## config.mk

```make
export PLATFORM = sky130hd
export DESIGN_NAME = pic_inta_sequencer_flat
export DESIGN_NICKNAME = d
export VERILOG_FILES = /design/src/rtl/pic_inta_sequencer_if.sv /design/src/rtl/pic_inta_sequencer.sv /design/src/flat_wrapper.sv
export SDC_FILE = /design/constraint.sdc
export NUM_CORES = 1
export LEC_CHECK = 0
export CAP_MARGIN = 10
export CORE_UTILIZATION = 39
export DETAILED_ROUTE_END_ITERATION = 16
export PLACE_DENSITY = 0.93
export SYNTH_ARGS = -nofsm -noshare
export SYNTH_HDL_FRONTEND = slang
export SYNTH_SLANG_ARGS = --single-unit
```

## constraint.sdc

```tcl
create_clock -name clk -period 6.64 [get_ports clk]
set_input_delay 0.664 -clock clk [delete_from_list [all_inputs] [get_ports clk]]
set_output_delay 0.664 -clock clk [all_outputs]
set_load 0.1 [all_outputs]
```

## src/rtl/pic_inta_sequencer_if.sv

```systemverilog
// Bus-side signal bundle of the INTA responder. The master modport is the sequencer.
// The slave modport is the surrounding resolver, CPU and bus buffer.
interface pic_inta_sequencer_if;
  logic       inta;
  logic       intValid;
  logic [2:0] intLevel;
  logic [2:0] casIn;
  logic [2:0] casOut;
  logic       casOE;
  logic [7:0] DBusOut;
  logic       DBusOE;
  logic       freeze;
  logic       setISR;
  logic       clearIRR;
  logic       aeoiPulse;
  logic [2:0] ackLevel;

  modport master (
    input  inta, intValid, intLevel, casIn,
    output casOut, casOE, DBusOut, DBusOE, freeze, setISR, clearIRR, aeoiPulse, ackLevel
  );

  modport slave (
    output inta, intValid, intLevel, casIn,
    input  casOut, casOE, DBusOut, DBusOE, freeze, setISR, clearIRR, aeoiPulse, ackLevel
  );
endinterface

```

## src/rtl/pic_inta_sequencer.sv

```systemverilog
// 8259A INTA responder: sequences INTA pulses, commands ISR/IRR updates, drives vector bytes and CAS.
// Define MODE_8080_EN to build the 8080 three-pulse CALL sequence (uPM, ADI, vecLow, vecHigh).
module pic_inta_sequencer #(
  parameter logic [2:0] SPUR_LEVEL = 3'd7
) (
  input  logic                        clk,
  input  logic                        reset,
  pic_inta_sequencer_if.master        bus,
  input  logic [4:0]                  TReg,
  input  logic                        SNGL,
  input  logic                        MS,
  input  logic [7:0]                  SReg,
  input  logic                        AEOI,
  input  logic                        uPM,
  input  logic                        ADI,
  input  logic [2:0]                  vecLow,
  input  logic [7:0]                  vecHigh
);

`ifdef MODE_8080_EN
  typedef enum logic [2:0] {S_IDLE, S_P1, S_W1, S_P2, S_W2, S_P3} state_t;
  logic mode_8080;
  assign mode_8080 = ~uPM;
`else
  typedef enum logic [1:0] {S_IDLE, S_P1, S_W1, S_P2} state_t;
  logic unused_cfg;
  assign unused_cfg = &{1'b0, uPM, ADI, vecLow, vecHigh};
`endif

  state_t     state_q, state_d;
  logic       inta_q;
  logic [2:0] ack_q, ack_d;
  logic       spur_q, spur_d;
  logic       set_q, set_d;
  logic       aeoi_q, aeoi_d;
  logic       freeze_q;
  logic       cas_oe_q, cas_oe_d;
  logic [2:0] cas_q;
  logic       dbus_oe_q, dbus_oe_d;
  logic [7:0] dbus_q, dbus_d;
  logic       vec_ok;
  logic       rise, fall;

  assign rise = bus.inta & ~inta_q;
  assign fall = ~bus.inta & inta_q;

  always_comb begin
    // NOTE: every combinational output is defaulted first so no branch can leave it unassigned (no latches).
    state_d = state_q;
    ack_d   = ack_q;
    spur_d  = spur_q;
    set_d   = 1'b0;
    aeoi_d  = 1'b0;

    // Rises in P states and falls in W/IDLE states are ignored by construction.
    case (state_q)
      S_IDLE: if (rise) begin
        state_d = S_P1;
        ack_d   = bus.intValid ? bus.intLevel : SPUR_LEVEL;
        spur_d  = ~bus.intValid;
        set_d   = bus.intValid;
      end
      S_P1: if (fall) state_d = S_W1;
      S_W1: if (rise) state_d = S_P2;
      S_P2: if (fall) begin
        state_d = S_IDLE;
        aeoi_d  = AEOI & ~spur_q;
`ifdef MODE_8080_EN
        if (mode_8080) begin
          state_d = S_W2;
          aeoi_d  = 1'b0;
        end
`endif
      end
`ifdef MODE_8080_EN
      S_W2: if (rise) state_d = S_P3;
      S_P3: if (fall) begin
        state_d = S_IDLE;
        aeoi_d  = AEOI & ~spur_q;
      end
`endif
      default: state_d = S_IDLE;
    endcase

    // Vector bytes go out only from the single PIC, a master owning the level, or the addressed slave.
    vec_ok   = SNGL | (MS ? ~SReg[ack_d] : (bus.casIn == SReg[2:0]));
    cas_oe_d = (state_d != S_IDLE) & ~SNGL & MS & SReg[ack_d];

    dbus_oe_d = 1'b0;
    dbus_d    = 8'h00;
    case (state_d)
      S_P1: begin
`ifdef MODE_8080_EN
        if (mode_8080 && (SNGL || MS)) begin
          dbus_oe_d = 1'b1;
          dbus_d    = 8'hCD;
        end
`endif
      end
      S_P2: if (vec_ok) begin
        dbus_oe_d = 1'b1;
        dbus_d    = {TReg, ack_d};
`ifdef MODE_8080_EN
        if (mode_8080)
          dbus_d = ADI ? {vecLow, ack_d, 2'b00} : {vecLow[2:1], ack_d, 3'b000};
`endif
      end
`ifdef MODE_8080_EN
      S_P3: if (vec_ok) begin
        dbus_oe_d = 1'b1;
        dbus_d    = vecHigh;
      end
`endif
      default: ;
    endcase
  end

  always_ff @(posedge clk) begin
    // NOTE: sequential state uses non-blocking assignments so every register samples pre-edge values.
    if (reset) begin
      state_q   <= S_IDLE;
      inta_q    <= 1'b0;
      ack_q     <= 3'd0;
      spur_q    <= 1'b0;
      set_q     <= 1'b0;
      aeoi_q    <= 1'b0;
      freeze_q  <= 1'b0;
      cas_oe_q  <= 1'b0;
      cas_q     <= 3'd0;
      dbus_oe_q <= 1'b0;
      dbus_q    <= 8'h00;
    end else begin
      state_q   <= state_d;
      inta_q    <= bus.inta;
      ack_q     <= ack_d;
      spur_q    <= spur_d;
      set_q     <= set_d;
      aeoi_q    <= aeoi_d;
      freeze_q  <= (state_d != S_IDLE);
      cas_oe_q  <= cas_oe_d;
      cas_q     <= cas_oe_d ? ack_d : 3'd0;
      dbus_oe_q <= dbus_oe_d;
      dbus_q    <= dbus_d;
    end
  end

  assign bus.freeze    = freeze_q;
  assign bus.setISR    = set_q;
  assign bus.clearIRR  = set_q;
  assign bus.aeoiPulse = aeoi_q;
  assign bus.ackLevel  = ack_q;
  assign bus.casOE     = cas_oe_q;
  assign bus.casOut    = cas_q;
  assign bus.DBusOE    = dbus_oe_q;
  assign bus.DBusOut   = dbus_q;

endmodule

```

## src/flat_wrapper.sv

```systemverilog
// flat-port wrapper written by rule: the top's interface ports become plain ports
module pic_inta_sequencer_flat 
#(
  parameter logic [2:0] SPUR_LEVEL = 3'd7
)
  (clk, reset, TReg, SNGL, MS, SReg, AEOI, uPM, ADI, vecLow, vecHigh, bus_inta, bus_intValid, bus_intLevel, bus_casIn, bus_casOut, bus_casOE, bus_DBusOut, bus_DBusOE, bus_freeze, bus_setISR, bus_clearIRR, bus_aeoiPulse, bus_ackLevel);
  pic_inta_sequencer_if bus_i ();
  input  logic clk;
  input  logic reset;
  input  logic [4:0] TReg;
  input  logic SNGL;
  input  logic MS;
  input  logic [7:0] SReg;
  input  logic AEOI;
  input  logic uPM;
  input  logic ADI;
  input  logic [2:0] vecLow;
  input  logic [7:0] vecHigh;
  input wire logic [$bits(bus_i.inta)-1:0] bus_inta;
  input wire logic [$bits(bus_i.intValid)-1:0] bus_intValid;
  input wire logic [$bits(bus_i.intLevel)-1:0] bus_intLevel;
  input wire logic [$bits(bus_i.casIn)-1:0] bus_casIn;
  output wire logic [$bits(bus_i.casOut)-1:0] bus_casOut;
  output wire logic [$bits(bus_i.casOE)-1:0] bus_casOE;
  output wire logic [$bits(bus_i.DBusOut)-1:0] bus_DBusOut;
  output wire logic [$bits(bus_i.DBusOE)-1:0] bus_DBusOE;
  output wire logic [$bits(bus_i.freeze)-1:0] bus_freeze;
  output wire logic [$bits(bus_i.setISR)-1:0] bus_setISR;
  output wire logic [$bits(bus_i.clearIRR)-1:0] bus_clearIRR;
  output wire logic [$bits(bus_i.aeoiPulse)-1:0] bus_aeoiPulse;
  output wire logic [$bits(bus_i.ackLevel)-1:0] bus_ackLevel;
  assign bus_i.inta = bus_inta;
  assign bus_i.intValid = bus_intValid;
  assign bus_i.intLevel = bus_intLevel;
  assign bus_i.casIn = bus_casIn;
  assign bus_casOut = bus_i.casOut;
  assign bus_casOE = bus_i.casOE;
  assign bus_DBusOut = bus_i.DBusOut;
  assign bus_DBusOE = bus_i.DBusOE;
  assign bus_freeze = bus_i.freeze;
  assign bus_setISR = bus_i.setISR;
  assign bus_clearIRR = bus_i.clearIRR;
  assign bus_aeoiPulse = bus_i.aeoiPulse;
  assign bus_ackLevel = bus_i.ackLevel;
  pic_inta_sequencer #(.SPUR_LEVEL(SPUR_LEVEL)) u_core (.clk(clk), .reset(reset), .bus(bus_i), .TReg(TReg), .SNGL(SNGL), .MS(MS), .SReg(SReg), .AEOI(AEOI), .uPM(uPM), .ADI(ADI), .vecLow(vecLow), .vecHigh(vecHigh));
endmodule
```

== Word-level counts from Yosys, hierarchy flattened ==
Cells that the tools add are included.
Word-level totals
  register bits: 23
  bits of input ports: 39
  logic and storage cells: 57
Operators by class
  order comparisons: 1
  reduce and logical (&&, ||, !) cells: 8
  mux-type cells: 12
  equality and inequality tests: 5
  bitwise logic cells: 20
Operators by type and width (number)
  1-bit inverter: 13
  3-bit two-way mux: 3
  3-bit OR reduction: 3
  2-bit two-way mux: 4
  2-bit one-hot mux with 4 select lines: 1
  1-bit bitwise AND: 6
  2-bit == test, second input constant: 3
  3-bit by 4-bit < comparator with 1-bit output, second input constant: 1
  2-bit OR reduction: 2
  1-bit binary-select mux with 3-bit select: 1
  3-bit == test: 1
  1-bit two-way mux: 3
  2-bit by 1-bit == test with 1-bit output, second input constant: 1
  2-bit logical NOT: 1
  2-bit AND reduction: 1
  2-bit nonzero test: 1
  1-bit OR: 1

== Logic depth before layout (Yosys ltp) ==
Gate-level depths: netlist of the first run.
  depth in word-level cells: 11
  mapped depth: 6

== Worst setup path before layout of the first run ==
No wires, ideal clock.
  path kind: input to register
  start: input bus_inta
  end: register u_core.cas_q[0] (netlist: u_core.bus.casOut[0])
  setup time: 0.131 ns
  data arrival time: 2.325 ns
  stages on the path: 6
  path buffers: 0
  slack: 4.184 ns
  cells stage by stage: nor4b_4 -> mux2i_1 -> and2b_2 -> o32ai_2 -> a211o_2 -> nor2_1
On the way
  longest elaborated chain between the ends: 10
  elaborated cells on any way between the ends: 18
  those cells by class: 9 x mux; 7 x bitwise; 2 x reduce/logical
RTL lines
  start, declared: line flat_wrapper.sv:19  | input wire logic [$bits(bus_i.inta)-1:0] bus_inta;
  1-bit inverter: line pic_inta_sequencer.sv:45  | assign fall = ~bus.inta & inta_q;
  1-bit bitwise AND: line pic_inta_sequencer.sv:45
  2-bit two-way mux (on tied branches): line pic_inta_sequencer.sv:65, pic_inta_sequencer.sv:63
  2-bit one-hot mux with 4 select lines: line pic_inta_sequencer.sv:56  | case (state_q)
  2-bit nonzero test: line pic_inta_sequencer.sv:87  | cas_oe_d = (state_d != S_IDLE) & ~SNGL & MS & SReg[ack_d];
  1-bit bitwise AND (3 in a row): line pic_inta_sequencer.sv:87
  1-bit inverter (no line)
  2-bit OR reduction (no line)
  end signal, assigned: line pic_inta_sequencer.sv:141  | cas_q <= cas_oe_d ? ack_d : 3'd0;
  end, declared: line pic_inta_sequencer.sv:38  | logic [2:0] cas_q;
Parallel ways exist; a longest one is shown, timed or not. The select of a mux whose other input is x is not followed.
A chain may end at the register's enable or synchronous reset.

== Worst setup path after layout of the first run ==
  start: input bus_inta
  end: register u_core.dbus_q[2] (netlist: u_core.bus.DBusOut[2])
On the way
  longest elaborated chain between the ends: 10
  elaborated cells on any way between the ends: 19
  those cells by class: 1 x eq/ne; 10 x mux; 7 x bitwise; 1 x reduce/logical
RTL lines
  1-bit bitwise AND: line pic_inta_sequencer.sv:44  | assign rise = bus.inta & ~inta_q;
  3-bit two-way mux: line pic_inta_sequencer.sv:57  | S_IDLE: if (rise) begin
  3-bit two-way mux: line pic_inta_sequencer.sv:56
  1-bit binary-select mux with 3-bit select: line pic_inta_sequencer.sv:86  | vec_ok = SNGL | (MS ? ~SReg[ack_d] : (bus.casIn == SReg[2:0]));
  1-bit two-way mux (not written as such): line pic_inta_sequencer.sv:86
  1-bit inverter: line pic_inta_sequencer.sv:86
  1-bit two-way mux: line pic_inta_sequencer.sv:86
  1-bit OR: line pic_inta_sequencer.sv:86
  1-bit inverter (no line)
  3-bit OR reduction (no line)
  end signal, assigned: line pic_inta_sequencer.sv:143  | dbus_q <= dbus_d;
  end, declared: line pic_inta_sequencer.sv:40  | logic [7:0] dbus_q, dbus_d;
Parallel ways exist; a longest one is shown, timed or not. The select of a mux whose other input is x is not followed.

==> metrics.md, run 1 <==
| Metric | Value |
|---|---|
| Outcome | `finished, final reports clean` |
| RSZ-0062 raised after global routing | `false` |
| Hold slack final | `around 0.44 ns` |
| Die width | `slightly above 50 um` |
| Cts hold-fix bufs | `0` |
| Sequential share of power | `between 50% and 60%` |
| WL final | `around 2200 um` |
| TritonCTS Buffers | `3` |
| First-pass GRT wire length | `3430 um` |
| Hold Path End | `u_core.bus.aeoiPulse` |
| Worst path buffer plus inverter count | `1` |
| CP Launch Type | `input port` |
| Ant. Diodes | `0` |
| Worst hold path type | `reg2reg` |
| Total gr overflow | `0` |
| Synth Instances | `94` |
| Internal | `between 150 and 200 uW` |
| Critical-path cell list | `clkdlybuf4s50_1 -> nor4b_4 -> mux2i_1 -> and2b_2 -> o32ai_2 -> o21ai_0 -> a21oi_1` |
| Port bufs | `45` |
| Largest area contributor in the netlist | `dfxtp_1` |
| Levels on crit path | `7` |
| Synth cell count leaders | `dfxtp_1, nor2_1, inv_1, nor2b_1, o21ai_0` |
| Nets | `181` |
| Crit. End Element | `flip-flop` |
| Sequential Area | `460 um2` |
| WL/cell | `between 10 and 15 um` |
| Worst R2R Start | `u_core.state_q[1]` |
| TritonCTS clock tree | `built` |
| Remaining DRCs | `0` |
| Setup TNS | `0 ns` |
| GRT Total Usage | `17.9%` |
| Top-area cell type share of the netlist area | `about half` |
| Post-Place Worst Slack | `3.30 ns` |
| Sw Ratio | `31.8%` |
| Post-synth EDFFs | `0` |
| FF+latch count, synth | `23` |
| Synth async-reset ratio | `0%` |
| # clock sinks | `23` |
| Max Clock Skew | `0.00179 ns` |
| VDD IR max | `110 uV` |
| Core area | `roughly 2300 um2` |
| Fin. max-slew vios | `0` |
| Initial core utilization | `between 40% and 50%` |
| H-tree depth | `1` |
| Post-route ant nets | `0` |
| Row Count | `17` |
| Final Hold Viols | `0` |
| Via-to-Cell Ratio | `4.82` |
| Crit path max-delay cell type | `clkdlybuf4s50_1` |
| Slew HR | `33.9%` |
| Cell family with most CP delay | `compound AO/OA/AOI/OAI gates` |
| Iter 0 DRT Violations | `8` |
| Clock slew seen by the registers of the worst setup and hold paths | `0.12 ns` |
| Worst reg2reg path endpoint | `u_core.bus.DBusOut[2]` |
| Largest net degree at the start of global routing | `14` |
| Pre-antenna DRT Iters | `4` |
| Pwr Total | `288 uW` |
| Final min period | `3.03 ns` |
| Final setup fails | `0` |
| Share of layout cells above drive strength 1 | `9.93%` |
| Latest clock arrival within the worst-skew pair | `0.31 ns` |
| Min-Delay Startpoint | `u_core.spur_q` |
| Setup crit start | `bus_inta` |
| Syn nets | `between 100 and 150` |
| Worst path max stage delay | `0.53 ns` |
| Fmax achieved | `about 330 MHz` |
| Multi-input gate area | `458 um2` |
| Layout filler cell count | `a little under 200` |
| Top_reg_cell synth | `dfxtp_1` |
| Most frequent cell after synthesis | `dfxtp_1` |
| Clock network fraction of total power | `22.4%` |
| Required @ worst endpoint | `6.89 ns` |
| Vias in the first global route | `approximately 800` |
| Final Cycle Share | `around 46%` |
| Ys Warns | `0` |
| Synthesized area | `952 um2` |
| Post-synthesis sequential area ratio | `48.4%` |
| Pwr dens | `198 nW/um2` |
| P_leak | `between 0.0005 and 0.0006 uW` |
| Via count | `815` |
| Critical path fanouts, max | `9` |
| Post-CTS setup buffers | `0` |
| Worst-Margin Slew | `0.988 ns` |
| Distinct cells, synth | `35` |
| Crit path setup slack, layout | `3.61 ns` |
| Hold Crit Depth | `1` |
| Top cells by area, synth | `dfxtp_1, nor2_1, nor2b_1` |
| CTS Buffer Depth | `2` |
| Routability cong. | `around 0.79` |
| Comb power frac | `26.8%` |
| Die Footprint | `2640 um2` |
| Root Driver | `clkbuf_4` |
| Initial antenna violation count | `0` |
| Die H | `between 50 and 60 um` |
| Syn_area_per_cell | `10.1 um2` |
| Syn-to-layout area delta | `52.7%` |
| R2R depth | `6` |
| Resize count post-CTS | `0` |
| Worst Path Arrival | `3.28 ns` |
| Ports | `just under 60` |
| Critical Setup Path Class | `in2reg` |
| Switching pwr | `just over 90 uW` |
| Hpwl dp | `1730 um` |
| R2r setup slk | `4.05 ns` |
| Max-Cap Viols | `0` |
-- metal layers --
metal	GRT usage [%]	vias up	wire length, um
met5	0	-	0
met1	17.7	363	851
met3	2.98	5	105
met2	34.8	26	1140
li1	-	421	-
met4	9.46	0	54
-- worst register-to-register path, cell delays in order (launching register included) --
cell and delay (ns):
dfxtp_1 0.38, nor4b_4 0.55, mux2i_1 0.51, and2b_2 0.28, o32ai_2 0.46, o21ai_0 0.16
a21oi_1 0.18
-- per-stage QoR --
stage	cell area, um2	util, %	instances
2_1_floorplan	952	-	94
3_3_place_gp	1430	63.3	165
3_5_place_dp	1430	63.3	165
4_1_cts	1450	64.5	169
5_1_grt	1450	64.5	169
6_report	1450	64.5	169
-- cells in the final DEF, fill, tap and decap left out, drive strengths merged, types with 2 or more instances in the layout --
cell / Yosys / layout
inv: 6 / 6
a211oi: 2 / 2
o21ai: 5 / 5
and2: 4 / 4
nand2b: 3 / 3
o32ai: 2 / 2
nand2: 2 / 2
mux2i: 2 / 2
nor2: 12 / 12
xor2: 3 / 3
a21oi: 3 / 3
nor2b: 6 / 6
clkbuf: 1 / 3
a31oi: 2 / 2
o21a: 2 / 2
clkdlybuf4s50: 0 / 45
dfxtp: 23 / 23
nor4: 2 / 2
-- layout make-up --
class,instances,share of cell area [%]
flip-flops and latches,23,31.7
multi-input cells,63,31.5
repair buffers,45,31.0
well taps,28,2.41
clock buffers,3,1.55
inverters,6,1.55
clock inverters,1,0.344
-- state kept, by name, indices dropped and copies added, names as in the netlist --
register	count
u_core.bus.DBusOut	8
u_core.bus.casOE	1
u_core.bus.freeze	1
u_core.bus.aeoiPulse	1
u_core.state_q	2
u_core.inta_q	1
u_core.bus.DBusOE	1
u_core.bus.ackLevel	3
u_core.bus.casOut	3
u_core.bus.clearIRR	1
u_core.spur_q	1
-- worst max path at each step --
stage | endpoint | slack (ns)
2_1_floorplan | u_core.bus.casOut[0] | 4.18
3_3_place_gp | u_core.bus.casOut[0] | 3.41
3_5_place_dp | u_core.bus.casOut[0] | 3.30
4_1_cts | u_core.bus.DBusOut[2] | 3.62
5_1_grt | u_core.bus.DBusOut[2] | 3.43
6_report | u_core.bus.DBusOut[2] | 3.61
-- cell families after synthesis --
group	synth area share [%]
multiplexers	4.47
flip-flops	48.4
AO/OA/AOI/OAI	16.8
buffers and inverters	3.55
XOR/XNOR	3.68
AND/OR/NAND/NOR	23.1
-- power groups by stage --
stage / Sequential [uW] / Combinational (uW) / Clock (uW)
after global routing: 147 / 81.7 / 71.7
after detailed placement: 150 / 77.3 / 0
final: 147 / 77.3 / 64.5
after global placement: 149 / 75.3 / 0
after CTS: 147 / 77.5 / 65.2
after floorplan: 172 / 26.9 / 0
Note: power is estimated with default switching activity, not from simulation.
==> run 2, diff against run 1 <==
CORE_UTILIZATION = 36   (was 39)
PLACE_DENSITY = 0.88   (was 0.93)
clock period = 3.14 ns   (was 6.64 ns; I/O delays follow)
==> run 2 against run 1 <==
Against the previous run: combinational power increased by 120%; highest routed layer unchanged; clock-buffer cell count unchanged; flip-flop and latch count is the same.
==> metrics.md, run 2 (same netlist as run 1, synthesis figures left out) <==
| Metric | Value |
|---|---|
| Remaining DRCs | `0` |
| Worst R2R Start | `u_core.state_q[0]` |
| Max Clock Skew | `0.000556 ns` |
| H-tree depth | `1` |
| WL/cell | `12.8 um` |
| Internal | `419 uW` |
| Worst reg2reg path endpoint | `u_core.bus.DBusOut[2]` |
| Placed Cells | `roughly 170` |
| Sw Ratio | `a little under a third` |
| Setup TNS | `0 ns` |
| Resize count post-CTS | `0` |
| Initial core utilization | `between 30 and 40%` |
| Nets | `183` |
| Ports | `just under 60` |
| Initial antenna violation count | `0` |
| Share of layout cells above drive strength 1 | `11.2%` |
| First-pass GRT wire length | `3400 um` |
| Worst hold path type | `reg2reg` |
| Final Hold Viols | `0` |
| Outcome | `finished, final reports clean` |
| CTS Buffer Depth | `2` |
| Routability cong. | `between 0.8 and 0.9` |
| Comb power frac | `a little over a quarter` |
| R2R depth | `6` |
| Most common cell after layout, fill and taps aside | `clkdlybuf4s50_1` |
| Die Footprint | `2850 um2` |
| CP Launch Type | `input port` |
| Cts hold-fix bufs | `0` |
| Clock network fraction of total power | `22.3%` |
| Layout filler cell count | `220` |
| # clock sinks | `23` |
| Min-Delay Startpoint | `u_core.spur_q` |
| Pre-antenna DRT Iters | `4` |
| Clock slew seen by the registers of the worst setup and hold paths | `0.12 ns` |
| Core area | `about 2500 um2` |
| Fmax achieved | `around 430 MHz` |
| Non-Filler Instances | `173` |
| Switching pwr | `196 uW` |
| Hold Path End | `u_core.bus.aeoiPulse` |
| Leading cell types in the layout, fill and taps excluded | `clkdlybuf4s50_1, dfxtp_1, nor2_1` |
| Die H | `about 53 um` |
| Slew HR | `34.1%` |
| Total gr overflow | `0` |
| Syn-to-layout area delta | `54.5%` |
| Iter 0 DRT Violations | `4` |
| Row Count | `18` |
| TritonCTS Buffers | `3` |
| Sequential share of power | `50.4%` |
| RSZ-0062 raised after global routing | `false` |
| Crit. End Element | `flip-flop` |
| Final min period | `~2.3 ns` |
| R2r setup slk | `0.91 ns` |
| Worst-Margin Slew | `~0.99 ns` |
| WL final | `2210 um` |
| Finished Cell Area | `1470 um2` |
| Post-CTS setup buffers | `0` |
| Via-to-Cell Ratio | `between 4 and 5` |
| Max-Cap Viols | `0` |
| Ant. Diodes | `0` |
| P_leak | `~0.00056 uW` |
| Setup crit start | `bus_inta` |
| Die width | `~53 um` |
| Largest register FFs | `8` |
| Final setup fails | `0` |
| VDD IR max | `298 uV` |
| Final Cycle Share | `73.4%` |
| TritonCTS clock tree | `built` |
| Required @ worst endpoint | `3.38 ns` |
| Hpwl dp | `1760 um` |
| Latest clock arrival within the worst-skew pair | `0.31 ns` |
| Placed inst area | `1440 um2` |
| Critical Setup Path Class | `in2reg` |
| Via count | `840` |
| Port bufs | `between 40 and 50` |
| Hold Crit Depth | `1` |
| Fin. max-slew vios | `0` |
| Post-route ant nets | `0` |
| Largest net degree at the start of global routing | `14` |
| Root Driver | `clkbuf_4` |
| Vias in the first global route | `between 700 and 800` |
| GRT Total Usage | `approximately 17%` |
| Critical path fanouts, max | `4` |
| Worst Path Arrival | `2.55 ns` |
| Pwr dens | `approximately 420 nW/um2` |
==> run 2: changes by cell type in the layout (fill, tap and decap cells not counted), sizes merged <==
cell	delta
buf	+2
==> run 2: critical path, stage by stage <==
cell and delay [ns]:
clkdlybuf4s50_1 0.52, nor4b_4 0.32, mux2i_1 0.35, and2b_2 0.26, o32ai_2 0.43, o21ai_0 0.14
a21oi_1 0.20
==> run 2: metrics by stage <==
stage          hold slack, ns  worst slack [ns]  total power, uW  util (%)
2_1_floorplan           0.399             0.741              421         -
3_3_place_gp            0.411             0.560              480      58.3
3_5_place_dp            0.419             0.485              484      58.3
4_1_cts                 0.437             0.808              620      59.4
5_1_grt                 0.480             0.623              643      59.4
6_report                0.434             0.836              615      59.4
==> run 2: worst max-delay path by stage <==
stage	slack (ns)	depth (start not counted)	to
floorplan	0.74	4	u_core.bus.DBusOut[2]
CTS	0.81	7	u_core.bus.DBusOut[2]
global route	0.62	7	u_core.bus.DBusOut[2]
global placement	0.56	7	u_core.bus.casOut[1]
detailed placement	0.48	7	u_core.bus.DBusOut[2]
finish	0.84	7	u_core.bus.DBusOut[2]
==> run 2: layout make-up <==
type / instances / area (um2) / share of cell area (%)
repair buffers: 47 / 465 / 31.6
flip-flops and latches: 23 / 460 / 31.3
multi-input cells: 63 / 458 / 31.1
well taps: 30 / 37.5 / 2.55
clock buffers: 3 / 22.5 / 1.53
inverters: 6 / 22.5 / 1.53
clock inverters: 1 / 5.00 / 0.340
==> run 2: per-layer routing <==
| layer | global-route usage [%] | up-vias | part of all wire, % |
|---|---|---|---|
| met4 | 10.5 | 0 | 1.9 |
| met2 | 30.6 | 25 | 52 |
| met3 | 3.74 | 5 | 5.2 |
| li1 | - | 425 | - |
| met5 | 0 | - | 0 |
| met1 | 18.3 | 385 | 40 |
==> run 2: power groups by stage <==
stage                     logic (uW)  registers [uW]  clock network (uW)
final                            167             310                 137
after global routing             177             312                 153
after CTS                        168             310                 142
after detailed placement         168             317                   0
after global placement           164             316                   0
after floorplan                 56.8             364                   0
==> run 3, diff against run 2 <==
clock period = 2.3 ns   (was 3.14 ns; I/O delays follow)
==> run 3 against run 2 <==
Against the previous run: non-clock buffer count increased by 8; final cell count increased by 4.6%; flip-flop and latch count unchanged; first-iteration DRC count increased to 3.3 times the previous value; core utilization increased by 0.61 points; hold slack improved by 0.012 ns; routed wire length increased by 8.3%; register-to-register slack got worse by 0.77 ns; clock power increased by 34%; clock-buffer cell count unchanged; critical path type is now reg2reg.
==> metrics.md, run 3 (same netlist as run 1, synthesis figures left out) <==
| Metric | Value |
|---|---|
| Outcome | `finished, final reports clean` |
| Largest register FFs | `8` |
| Iter 0 DRT Violations | `13` |
| Worst Path Arrival | `about 2.4 ns` |
| Ant. Diodes | `0` |
| Final core utilization | `60.0%` |
| TritonCTS clock tree | `built` |
| Remaining DRCs | `0` |
| Hpwl dp | `~2000 um` |
| Cell family with most CP delay | `simple AND/OR/NAND/NOR gates` |
| Critical Setup Path Class | `reg2reg` |
| Final min period | `around 2.2 ns` |
| H-tree depth | `1` |
| Crit path max-delay cell type | `nor4b_4` |
| Via-to-Cell Ratio | `4.90` |
| Syn-to-layout area delta | `56.1%` |
| Most common cell after layout, fill and taps aside | `buf_4` |
| Worst-Margin Slew | `about 0.40 ns` |
| WL/cell | `approximately 13 um` |
| Die width | `between 50 and 60 um` |
| Core area | `2480 um2` |
| Resize count post-CTS | `0` |
| VDD IR max | `321 uV` |
| Row Count | `18` |
| Post-route ant nets | `0` |
| TritonCTS Buffers | `3` |
| RSZ-0062 raised after global routing | `false` |
| Latest clock arrival within the worst-skew pair | `0.30 ns` |
| Nets | `191` |
| Total gr overflow | `0` |
| Root Driver | `clkbuf_4` |
| Final Hold Viols | `0` |
| Max-Cap Viols | `0` |
| # clock sinks | `23` |
| Post-CTS setup buffers | `0` |
| Worst hold path type | `reg2reg` |
| Post-Place Worst Slack | `-0.169 ns` |
| WL final | `roughly 2400 um` |
| Fin. max-slew vios | `0` |
| Worst path most repeated cell | `buf_4` |
| First-pass GRT wire length | `between 3000 and 4000 um` |
| Pre-antenna DRT Iters | `4` |
| R2r setup slk | `roughly 0.14 ns` |
| Critical path fanouts, max | `8` |
| Crit path setup slack, layout | `0.142 ns` |
| Required @ worst endpoint | `2.55 ns` |
| Port bufs | `45` |
| Ports | `59` |
| Crit. End Element | `flip-flop` |
| Die Footprint | `2850 um2` |
| Cts hold-fix bufs | `0` |
| Share of layout cells above drive strength 1 | `30.5%` |
| CP Launch Type | `flip-flop` |
| CTS Buffer Depth | `2` |
| Max Clock Skew | `0.00345 ns` |
| Initial antenna violation count | `0` |
| Routability cong. | `0.759` |
| Largest net degree at the start of global routing | `14` |
| Slew HR | `roughly 73%` |
| Pwr dens | `576 nW/um2` |
| Critical-path cell list | `nor4b_4 -> mux2i_2 -> and2b_2 -> o32ai_2 -> buf_4 -> a221oi_4 -> buf_4 -> nor2b_1` |
| Leading cell types in the layout, fill and taps excluded | `buf_4, clkdlybuf4s50_1, dfxtp_1` |
| Worst path max stage delay | `0.39 ns` |
| Clock slew seen by the registers of the worst setup and hold paths | `0.13 ns` |
| Pwr Total | `856 uW` |
| Final Cycle Share | `93.8%` |
| Final setup fails | `0` |
| Vias in the first global route | `855` |
| P_leak | `0.000637 uW` |
| Fmax achieved | `463 MHz` |
| Die H | `~53 um` |
| Worst path buffer plus inverter count | `2` |
| Initial core utilization | `38.4%` |
| GRT Total Usage | `17.9%` |
| Via count | `886` |
[run 3: changes by cell type in the layout (fill, tap and decap cells not counted)]
cell             before  now
mux2i_1               2    1
clkdlybuf4s50_1      45   25
buf_4                 2   30
dfxtp_2               0    1
dfxtp_1              23   22
mux2i_2               0    1
[run 3: through the flow]
step                instance area (um2)  hold WS (ns)  TNS (ns)  cells
global placement                   1460         0.412    -0.436    177
floorplan                           953         0.326         0     94
finish                             1490         0.446         0    181
global route                       1490         0.448         0    181
CTS                                1480         0.441         0    181
detailed placement                 1460         0.423     -1.48    177
[run 3: path summary, 6_finish.rpt]
path	cells past startpoint	start	endpoint
worst min register to register	1	u_core.spur_q	u_core.bus.aeoiPulse
worst max register to register	8	u_core.state_q[1]	u_core.bus.DBusOut[4]
worst max-delay path	8	u_core.state_q[1]	u_core.bus.DBusOut[4]
worst min-delay path	1	u_core.spur_q	u_core.bus.aeoiPulse
[run 3: layout make-up]
cell class,count,area [um2]
fill,224,991
multi-input combinational,63,462
tap,30,37.5
clock buffer,3,22.5
clock inverter,1,5.00
inverter,6,22.5
sequential,23,462
timing repair buffer,55,475
[run 3: per-layer routing]
metal	wire length, um	global-route usage (%)	up-vias	part of all wire, %
met5	0	0	-	0
met4	15	6.58	0	0.63
met3	91	2.59	2	3.8
met2	1330	35.0	25	56
met1	955	18.5	420	40
li1	-	-	439	-
[run 3: power by group]
part	total, uW	switching (uW)	leakage, uW	internal [uW]
registers	424	11.7	0.000188	412
clock network	183	119	0.0000177	64.9
logic	249	140	0.000432	109
